<file path="config.mk">
export PLATFORM = sky130hd
export DESIGN_NAME = upload_packer
export DESIGN_NICKNAME = d
export VERILOG_FILES = /design/src/rtl/upload_packer_pkg.sv /design/src/rtl/upload_packer_channel.sv /design/src/rtl/upload_packer.sv
export SDC_FILE = /design/constraint.sdc
export NUM_CORES = 1
export LEC_CHECK = 0
export CAP_MARGIN = 10
export CORE_AREA = 10 10 333 335
export DETAILED_ROUTE_END_ITERATION = 16
export DIE_AREA = 0 0 343 345
export PLACE_DENSITY = 0.67
export SLEW_MARGIN = 20
export SYNTH_ARGS = -nofsm -noshare
export SYNTH_HDL_FRONTEND = slang
export SYNTH_SLANG_ARGS = --single-unit
</file>
<file path="constraint.sdc">
create_clock -name clk -period 3.9 [get_ports clk]
set_clock_uncertainty 0.1 [all_clocks]
set_input_delay 0.39 -clock clk [delete_from_list [all_inputs] [get_ports clk]]
set_output_delay 0.39 -clock clk [all_outputs]
set_load 0.01 [all_outputs]
</file>
<file path="src/rtl/upload_packer_pkg.sv">
// upload_packer shared definitions.
// Frame header bytes, channel state encoding and checksum helper.
package upload_packer_pkg;

  localparam logic [7:0] HDR0 = 8'hAA;
  localparam logic [7:0] HDR1 = 8'h44;
  localparam int FRAME_OVERHEAD = 6;

  typedef enum logic [3:0] {
    ST_IDLE      = 4'd0,
    ST_COLLECT   = 4'd1,
    ST_SEND_H0   = 4'd2,
    ST_SEND_H1   = 4'd3,
    ST_SEND_SRC  = 4'd4,
    ST_SEND_LENH = 4'd5,
    ST_SEND_LENL = 4'd6,
    ST_SEND_DATA = 4'd7,
    ST_SEND_CKSUM = 4'd8
  } state_e;

  function automatic logic [7:0] cksum_f(
    input logic [7:0]  dsum,
    input logic [7:0]  src,
    input logic [15:0] len
  );
    return dsum + src + len[15:8] + len[7:0];
  endfunction

endpackage

</file>
<file path="src/rtl/upload_packer_channel.sv">
// One upload channel: burst buffer plus framing FSM.
// All outputs are registered; buffer is a plain RAM array.
module upload_packer_channel
  import upload_packer_pkg::*;
#(
  parameter int MAX_DATA_LEN = 64
) (
  input  logic       clk,
  input  logic       rst_n,
  input  logic       req_i,
  input  logic [7:0] data_i,
  input  logic [7:0] src_i,
  input  logic       valid_i,
  output logic       ready_o,
  output logic       preq_o,
  output logic [7:0] pdata_o,
  output logic [7:0] psrc_o,
  output logic       pvalid_o,
  input  logic       pready_i
);

  localparam int AW = $clog2(MAX_DATA_LEN);
  localparam int CW = AW + 1;
  localparam logic [CW-1:0] MaxCnt = CW'(MAX_DATA_LEN);

  state_e        state_q;
  logic [CW-1:0] cnt_q;
  logic [CW-1:0] idx_q;
  logic [7:0]    sum_q;
  logic [7:0]    src_q;
  logic          rdy_q;
  logic          preq_q;
  logic          pvld_q;
  logic [7:0]    pdat_q;
  logic [7:0]    psrc_q;
  logic [7:0]    mem_q [MAX_DATA_LEN];

  logic          wr_en;
  logic [AW-1:0] wr_addr;
  logic [CW-1:0] cnt_d;
  logic [15:0]   len;
  logic [7:0]    rd_data;
  logic          adv;

  assign len     = 16'(cnt_q);
  assign rd_data = mem_q[idx_q[AW-1:0]];
  assign adv     = pvld_q & pready_i;

  always_comb begin
    wr_en   = 1'b0;
    wr_addr = cnt_q[AW-1:0];
    cnt_d   = cnt_q;
    case (state_q)
      ST_IDLE: begin
        wr_en   = req_i & valid_i & rdy_q;
        wr_addr = '0;
        cnt_d   = CW'(wr_en);
      end
      ST_COLLECT: begin
        wr_en = req_i & valid_i & rdy_q;
        cnt_d = cnt_q + CW'(wr_en);
      end
      default: ;
    endcase
  end

  always_ff @(posedge clk) begin
    if (wr_en) mem_q[wr_addr] <= data_i;
  end

  always_ff @(posedge clk or negedge rst_n) begin
    if (!rst_n) begin
      state_q <= ST_IDLE;
      cnt_q   <= '0;
      idx_q   <= '0;
      sum_q   <= '0;
      src_q   <= '0;
      rdy_q   <= 1'b0;
      preq_q  <= 1'b0;
      pvld_q  <= 1'b0;
      pdat_q  <= '0;
      psrc_q  <= '0;
    end else begin
      case (state_q)
        ST_IDLE: begin
          rdy_q <= 1'b1;
          if (req_i) begin
            state_q <= ST_COLLECT;
            src_q   <= src_i;
            cnt_q   <= cnt_d;
            sum_q   <= wr_en ? data_i : 8'h00;
            rdy_q   <= cnt_d < MaxCnt;
          end
        end
        ST_COLLECT: begin
          if (!req_i) begin
            idx_q <= '0;
            if (cnt_q == '0) begin
              state_q <= ST_IDLE;
              rdy_q   <= 1'b1;
            end else begin
              state_q <= ST_SEND_H0;
              rdy_q   <= 1'b0;
              preq_q  <= 1'b1;
              pvld_q  <= 1'b1;
              pdat_q  <= HDR0;
              psrc_q  <= src_q;
            end
          end else begin
            cnt_q <= cnt_d;
            rdy_q <= cnt_d < MaxCnt;
            if (wr_en) sum_q <= sum_q + data_i;
          end
        end
        ST_SEND_H0: if (adv) begin
          state_q <= ST_SEND_H1;
          pdat_q  <= HDR1;
        end
        ST_SEND_H1: if (adv) begin
          state_q <= ST_SEND_SRC;
          pdat_q  <= src_q;
        end
        ST_SEND_SRC: if (adv) begin
          state_q <= ST_SEND_LENH;
          pdat_q  <= len[15:8];
        end
        ST_SEND_LENH: if (adv) begin
          state_q <= ST_SEND_LENL;
          pdat_q  <= len[7:0];
        end
        ST_SEND_LENL: if (adv) begin
          state_q <= ST_SEND_DATA;
          pdat_q  <= rd_data;
          idx_q   <= idx_q + 1'b1;
        end
        ST_SEND_DATA: if (adv) begin
          // idx_q runs one ahead of the byte on the bus
          if (idx_q == cnt_q) begin
            state_q <= ST_SEND_CKSUM;
            pdat_q  <= cksum_f(sum_q, src_q, len);
          end else begin
            pdat_q <= rd_data;
            idx_q  <= idx_q + 1'b1;
          end
        end
        ST_SEND_CKSUM: if (adv) begin
          state_q <= ST_IDLE;
          preq_q  <= 1'b0;
          pvld_q  <= 1'b0;
          pdat_q  <= '0;
          psrc_q  <= '0;
          rdy_q   <= 1'b1;
        end
        default: state_q <= ST_IDLE;
      endcase
    end
  end

  assign ready_o  = rdy_q;
  assign preq_o   = preq_q;
  assign pvalid_o = pvld_q;
  assign pdata_o  = pdat_q;
  assign psrc_o   = psrc_q;

endmodule

</file>
<file path="src/rtl/upload_packer.sv">
// Multi-channel upload frame packer.
// Independent channels, flat buses sliced per channel.
module upload_packer
  import upload_packer_pkg::*;
#(
  parameter int NUM_CHANNELS = 2,
  parameter int MAX_DATA_LEN = 64
) (
  input  logic                      clk,
  input  logic                      rst_n,
  input  logic [NUM_CHANNELS-1:0]   raw_upload_req,
  input  logic [NUM_CHANNELS*8-1:0] raw_upload_data,
  input  logic [NUM_CHANNELS*8-1:0] raw_upload_source,
  input  logic [NUM_CHANNELS-1:0]   raw_upload_valid,
  output logic [NUM_CHANNELS-1:0]   raw_upload_ready,
  output logic [NUM_CHANNELS-1:0]   packed_upload_req,
  output logic [NUM_CHANNELS*8-1:0] packed_upload_data,
  output logic [NUM_CHANNELS*8-1:0] packed_upload_source,
  output logic [NUM_CHANNELS-1:0]   packed_upload_valid,
  input  logic [NUM_CHANNELS-1:0]   packed_upload_ready
);

  for (genvar i = 0; i < NUM_CHANNELS; i++) begin : g_ch
    upload_packer_channel #(
      .MAX_DATA_LEN(MAX_DATA_LEN)
    ) u_ch (
      .clk      (clk),
      .rst_n    (rst_n),
      .req_i    (raw_upload_req[i]),
      .data_i   (raw_upload_data[8*i +: 8]),
      .src_i    (raw_upload_source[8*i +: 8]),
      .valid_i  (raw_upload_valid[i]),
      .ready_o  (raw_upload_ready[i]),
      .preq_o   (packed_upload_req[i]),
      .pdata_o  (packed_upload_data[8*i +: 8]),
      .psrc_o   (packed_upload_source[8*i +: 8]),
      .pvalid_o (packed_upload_valid[i]),
      .pready_i (packed_upload_ready[i])
    );
  end

endmodule

</file>
; ---- Word-level counts from Yosys, hierarchy flattened
; Memories as Yosys holds them, arrays and structs flattened.
; Index checks and enable logic that the tools add are counted.
[totals]
reg_bits = 104
ram_bits = 1024
input_bits = 40
output_inout_bits = 38
wordCells = 218
n_memories = 2
[mem_list]
columns = name, words, word_bits, rd, rd_ports_with_merged_regs, write_ports, line_no
row1 = g_ch[0].u_ch.mem_q, 64, 8, 1, 0, 1, upload_packer_channel.sv:36  ; logic [7:0] mem_q [MAX_DATA_LEN];
row2 = g_ch[1].u_ch.mem_q, 64, 8, 1, 0, 1, upload_packer_channel.sv:36
[classes]
add_sub_neg = 10
n_lt_le_gt_ge = 2
n_eq_ne = 48
muxes = 98
bitwise_logic = 6
reduce_logical = 34
[ops]
columns = cell, n
row1 = two-way mux 8 bit, 30
row2 = one-hot mux 8 bit (7 select lines), 2
row3 = two-way mux 4 bit, 20
row4 = one-hot mux 4 bit (9 select lines), 2
row5 = one-hot mux 8 bit (2 select lines), 4
row6 = two-way mux 7 bit, 8
row7 = one-hot mux 7 bit (3 select lines), 2
row8 = != test 2 x 1 -> 1 bit (second input constant), 20
row9 = adder 8 bit, 4
row10 = == test 4 x 3 -> 1 bit (second input constant), 8
row11 = one-hot mux 7 bit (2 select lines), 2
row12 = two-way mux 1 bit, 20
row13 = != test 2 bit (second input constant), 10
row14 = AND reduction 10 bit, 2
row15 = AND reduction 9 bit, 2
row16 = adder 8 x 7 -> 8 bit, 2
row17 = == test 4 x 2 -> 1 bit (second input constant), 4
row18 = AND reduction 4 bit, 4
row19 = adder 7 x 1 -> 7 bit, 2
row20 = adder 7 x 1 -> 7 bit (second input constant), 2
row21 = == test 7 bit, 2
row22 = zero test 7 bit, 2
row23 = < comparator 7 bit (second input constant), 2
row24 = nonzero test 7 bit, 2
row25 = 13 further kinds, 40

; ---- Logic depth before layout (Yosys ltp)
[logic_depth]
word_depth = 7
mapped_depth = 13
depth_no_buf = 12

; ---- By module
; From an unflattened synthesis, not the netlist that was laid out.
[unflattened]
cells_unflattened = 2593
area_unflattened_um2 = 46797.4
[by_module_without_submodules]
columns = module, n_inst, cells_per_inst, area_each_um2, seq_area_each_um2
row1 = upload_packer_channel (g_ch[0].u_ch), 1, 1313, 23402.4, 16676.0
row2 = upload_packer_channel (g_ch[1].u_ch), 1, 1280, 23394.9, 16676.0

; ---- Least setup slack after synthesis
; No wires, ideal clock.
[synth_timing]
path_type = register -> register
startpoint = register g_ch[1].u_ch.state_q[1]
endpoint = memory g_ch[1].u_ch.mem_q[18][0], enable pin
arrival_ns = 2.250
slack_ns = 1.167
stages_incl_launch_ff = 7
period_less_slack_ns = 2.733
cell_sequence = dfrtp_1 > clkbuf_1 > nor2_1 > nand2_1 > nor3_1 > nand3_1 > nor3_1
[synth_via]
elab_chain_len = 5
word_cells_on_any_way = 7
classes_between = eq/ne: 1 / mux: 4 / reduce/logical: 2
[synth_rtl]
columns = element, line_no
row1 = "start, declared", upload_packer_channel.sv:26  ; state_e state_q;
row2 = "start signal, assigned", upload_packer_channel.sv:73  ; state_q <= ST_IDLE;
row3 = "start signal, assigned", upload_packer_channel.sv:88  ; state_q <= ST_COLLECT;
row4 = "start signal, assigned", upload_packer_channel.sv:99  ; state_q <= ST_IDLE;
row5 = == test 4 x 1 -> 1 bit or zero test 4 bit (tied branches), upload_packer_channel.sv:53  ; case (state_q)
row6 = OR reduction 2 bit (no source line), --
row7 = two-way mux 1 bit, --
row8 = two-way mux 1 bit, upload_packer_channel.sv:68  ; if (wr_en) mem_q[wr_addr] <= data_i;
row9 = two-way mux 1 bit (implied by the code), upload_packer_channel.sv:68
row10 = "end, declared", upload_packer_channel.sv:36
; Several ways; a longest one is shown, not always the timed one.

; ---- Final worst setup path
[layout_timing]
startpoint = register g_ch[0].u_ch.idx_q[0]
endpoint = register g_ch[0].u_ch.pdat_q[7]
[layout_via]
elab_chain_len = 4
word_cells_on_any_way = 6
classes_between = eq/ne: 1 / mux: 4 / memory: 1
[layout_rtl]
columns = element, line_no
row1 = "start, declared", upload_packer_channel.sv:28  ; logic [CW-1:0] idx_q;
row2 = "start signal, assigned", upload_packer_channel.sv:134  ; idx_q <= idx_q + 1'b1;
row3 = "start signal, assigned", upload_packer_channel.sv:143  ; idx_q <= idx_q + 1'b1;
row4 = memory read (64 x 8 bit) or == test 7 bit (tied branches), --
row5 = two-way mux 8 bit, upload_packer_channel.sv:138  ; if (idx_q == cnt_q) begin
row6 = two-way mux 8 bit, upload_packer_channel.sv:136  ; ST_SEND_DATA: if (adv) begin
row7 = one-hot mux 8 bit (7 select lines) (*), upload_packer_channel.sv:84  ; case (state_q)
row8 = "end signal, assigned", upload_packer_channel.sv:133  ; pdat_q <= rd_data;
row9 = "end signal, assigned", upload_packer_channel.sv:140  ; pdat_q <= cksum_f(sum_q, src_q, len);
row10 = "end signal, assigned", upload_packer_channel.sv:142  ; pdat_q <= rd_data;
row11 = "end, declared", upload_packer_channel.sv:34  ; logic [7:0] pdat_q;
; Every way passes the cells marked *; elsewhere a longest branch is shown, timed or not. The select of a mux whose other input is x is not followed.
; A chain may end at the register's enable or synchronous reset.

==> reports/metrics.csv <==
stage;metric;value;unit
synthesis;EDFF count, synth;1024;
clock_network;CTS sink cnt;1128;
setup_path;Reg2Reg Depth;7;
grt;GRT Util Overall;19.7;%
routing;Residual DRC;0;
pwr;total power;28.6;mW
floorplan;IO Pins;78;
setup_path;Worst R2R Start;g_ch[0].u_ch.idx_q[0]$_DFFE_PN0P_;
grt;initial antenna violation count;2;
floorplan;Initial Util;44.7;%
routing;via count;25800;
clock_network;CTS hold repair buffers;5;
finish;highest-count cells in the layout ignoring fill and taps;edfxtp_1, mux4_2, nor2_1;
sta;Period minus WS final;3.37;ns
sta;RSZ-0062 raised after global routing;no;
finish;share of cells above drive strength 1;22.9;%
clock_network;worst-skew pair later-pin latency;0.68;ns
grt;GRT Residual Overflow;0;
finish;number of filler cells placed in the layout;8234;
sta;Fin. Hold Viols;0;
placement;HPWL after DPL;77.4;mm
placement;Cell Area, Placed;50100;sq um
floorplan;chip height;345;um
synthesis;Mapped Area;46700;sq um
routing;DRT iter0 DRCs;3027;
routing;wire length per cell;26.9;um
clock_network;Post-CTS Resized;0;
routing;ANT nets after route;0;
finish;area grow syn2layout;14.8;%
job;Max Cap Viol;0;
routing;drt total wl;117;mm
setup_path;crit end category;flop;
synthesis;Syn Area/Cell;17.9;sq um
finish;fin nets;2971;
sta;setup violators final;0;
floorplan;die area;118000;sq um
placement;gp weighted congestion;0.910;
sta;Fin Setup TNS;0;ns
floorplan;DIE WIDTH;343;um
sta;Fmax achieved;297;MHz
worst_hold_path;Hold Crit Class;in2reg;
setup_path;Worst Path Max Fanout;28;
sta;PnR worst setup slack;0.528;ns
synthesis;Yosys cell types;75;
synthesis;syn_nets;2702;
clock_network;total CTS buffers;106;
synthesis;Ys Warns;0;
pwr;Power Dens Cells;534;nW/um^2
setup_path;kind of start point of the critical path;flop;
setup_path;CP Capture Point;g_ch[0].u_ch.pdata_o[7]$_DFFE_PN0P_;
synthesis;Async SR Flop Fraction;9.22;%
routing;drt via density;5.91;
setup_path;Crit. Startpoint;g_ch[0].u_ch.idx_q[0]$_DFFE_PN0P_;
sta;Worst Tran Pin Value;1.04;ns
clock_network;# H-tree levels;3;
clock_network;Post-CTS Setup Inserts;0;
synthesis;Synth Instances;2612;
outcome;status;complete, no violations;
grt;global-route wire length before repair;177;mm
synthesis;#FFs+latches synth;1128;
setup_path;CP Data Arrival Time;3.80;ns
floorplan;CORE AREA;104000;sq um
finish;Final Util;51.3;%
clock_network;clock root buffer;clkbuf_16;
grt;via count of the first global-routing pass;26300;
synthesis;Top FF cell, synth;edfxtp_1;
routing;First-pass DRT Iterations;5;
setup_path;kind of critical path;reg2reg;
sta;fin crit share;86.5;%
finish;cell area after layout;53600;sq um
placement;dpl ws;0.515;ns
pwr;Max VDD drop;0.000598;V
clock_network;Clock Pin Slew Worst Setup and Hold Paths;0.06;ns
clock_network;Max clock buf depth;3;
setup_path;Reg-to-Reg End;g_ch[0].u_ch.pdata_o[7]$_DFFE_PN0P_;
sta;Slew HR;30.9;%
worst_hold_path;Hold Path Depth;1;
synthesis;Seq/Total Area, Yosys;71.5;%
setup_path;Data required, critical path;4.32;ns
pwr;LEAKAGE;17.5;nW
setup_path;R2R Setup Slk;0.53;ns
placement;port bufs;77;
clock_network;CTS tree;built;
finish;most common cell after layout, fill and taps aside;edfxtp_1;
sta;final-report max-slew violation count;0;
floorplan;cell row count;119;
grt;pin count of the biggest net entering global routing;66;
## power breakdown
group | switching [mW] | internal [mW] | total (mW)
Sequential | 0.528 | 13.4 | 13.9
Clock | 4.41 | 5.85 | 10.3
Combinational | 2.39 | 2.02 | 4.41
Total | 7.33 | 21.3 | 28.6
## layer usage
metal  track usage [%]  wire length, um
met3              3.40             8410
met1              26.3            45900
met2              32.6            58800
met4              6.77             4250
met5                 0               13
## cell families after synthesis
group / synth area share, %
AO/OA/AOI/OAI: 4.71
XOR/XNOR: 0.920
adder cells (fa/ha/maj): 1.63
buffers and inverters: 1.98
flip-flops: 71.5
multiplexers: 14.0
AND/OR/NAND/NOR: 5.26
## per-stage QoR
step | instances | hold WS, ns
2_1_floorplan | 2612 | -0.00559
3_3_place_gp | 4159 | 0.385
3_5_place_dp | 4159 | 0.385
4_1_cts | 4360 | 0.0216
5_1_grt | 4360 | 0.0251
6_report | 4361 | 0.0509
## flip-flops by register name, summed over array words and instances, names as in the netlist, 8 cells and up
signal	cells
g_ch.u_ch.cnt_q	14
g_ch.u_ch.idx_q	14
g_ch.u_ch.mem_q	1024
g_ch.u_ch.pdata_o	16
g_ch.u_ch.psrc_o	16
g_ch.u_ch.src_q	16
g_ch.u_ch.state_q	8
g_ch.u_ch.sum_q	16
## worst min-delay path by stage
stage | start | endpoint | slack (ns)
2_1_floorplan | rst_n | g_ch[0].u_ch.cnt_q[0]$_DFFE_PN0P_ | -0.006
3_3_place_gp | g_ch[1].u_ch.psrc_o[6]$_DFFE_PN0P_ | g_ch[1].u_ch.psrc_o[6]$_DFFE_PN0P_ | 0.39
3_5_place_dp | g_ch[1].u_ch.psrc_o[3]$_DFFE_PN0P_ | g_ch[1].u_ch.psrc_o[3]$_DFFE_PN0P_ | 0.39
4_1_cts | raw_upload_data[5] | g_ch[0].u_ch.mem_q[12][5]$_DFFE_PP_ | 0.02
5_1_grt | raw_upload_data[5] | g_ch[0].u_ch.mem_q[13][5]$_DFFE_PP_ | 0.03
6_report | raw_upload_data[5] | g_ch[0].u_ch.mem_q[12][5]$_DFFE_PP_ | 0.05
## layout make-up
| type | count | area [sq um] | share of cell area [%] |
|---|---|---|---|
| sequential | 1128 | 33400 | 62.3 |
| timing repair buffer | 303 | 2470 | 4.62 |
| antenna | 1 | 2.50 | 0.00467 |
| multi-input combinational | 1304 | 12400 | 23.1 |
| inverter | 38 | 143 | 0.266 |
| clock buffer | 132 | 2820 | 5.26 |
| tap | 1391 | 1740 | 3.25 |
| clock inverter | 64 | 638 | 1.19 |
## worst max-delay path, cell delays in order (launching register included)
cell and delay [ns]:
dfrtp_4 0.80, buf_4 0.43, mux2i_1 0.23, o22ai_1 0.11
a2111oi_0 0.81, nor3_1 0.23, o31ai_1 0.32, a41oi_1 0.15
## cells in the mapped netlist (all sizes together) (18+ instances only)
| cell type | number | share of area, % |
|---|---|---|
| a211oi | 24 | 0.39 |
| a21oi | 64 | 0.69 |
| a22o | 18 | 0.34 |
| a22oi | 32 | 0.51 |
| buf | 71 | 1.1 |
| clkbuf | 71 | 0.57 |
| dfrtp | 104 | 5.6 |
| edfxtp | 1024 | 66 |
| fa | 18 | 0.77 |
| ha | 32 | 0.86 |
| inv | 38 | 0.31 |
| mux2i | 72 | 1.5 |
| mux4 | 250 | 12 |
| nand2 | 120 | 0.97 |
| nand3 | 47 | 0.50 |
| nor2 | 219 | 1.8 |
| nor2b | 29 | 0.39 |
| nor3 | 33 | 0.38 |
| o21ai | 71 | 0.77 |
| o22ai | 26 | 0.35 |
| xnor2 | 35 | 0.66 |
Note: power is estimated with default switching activity, not from simulation.
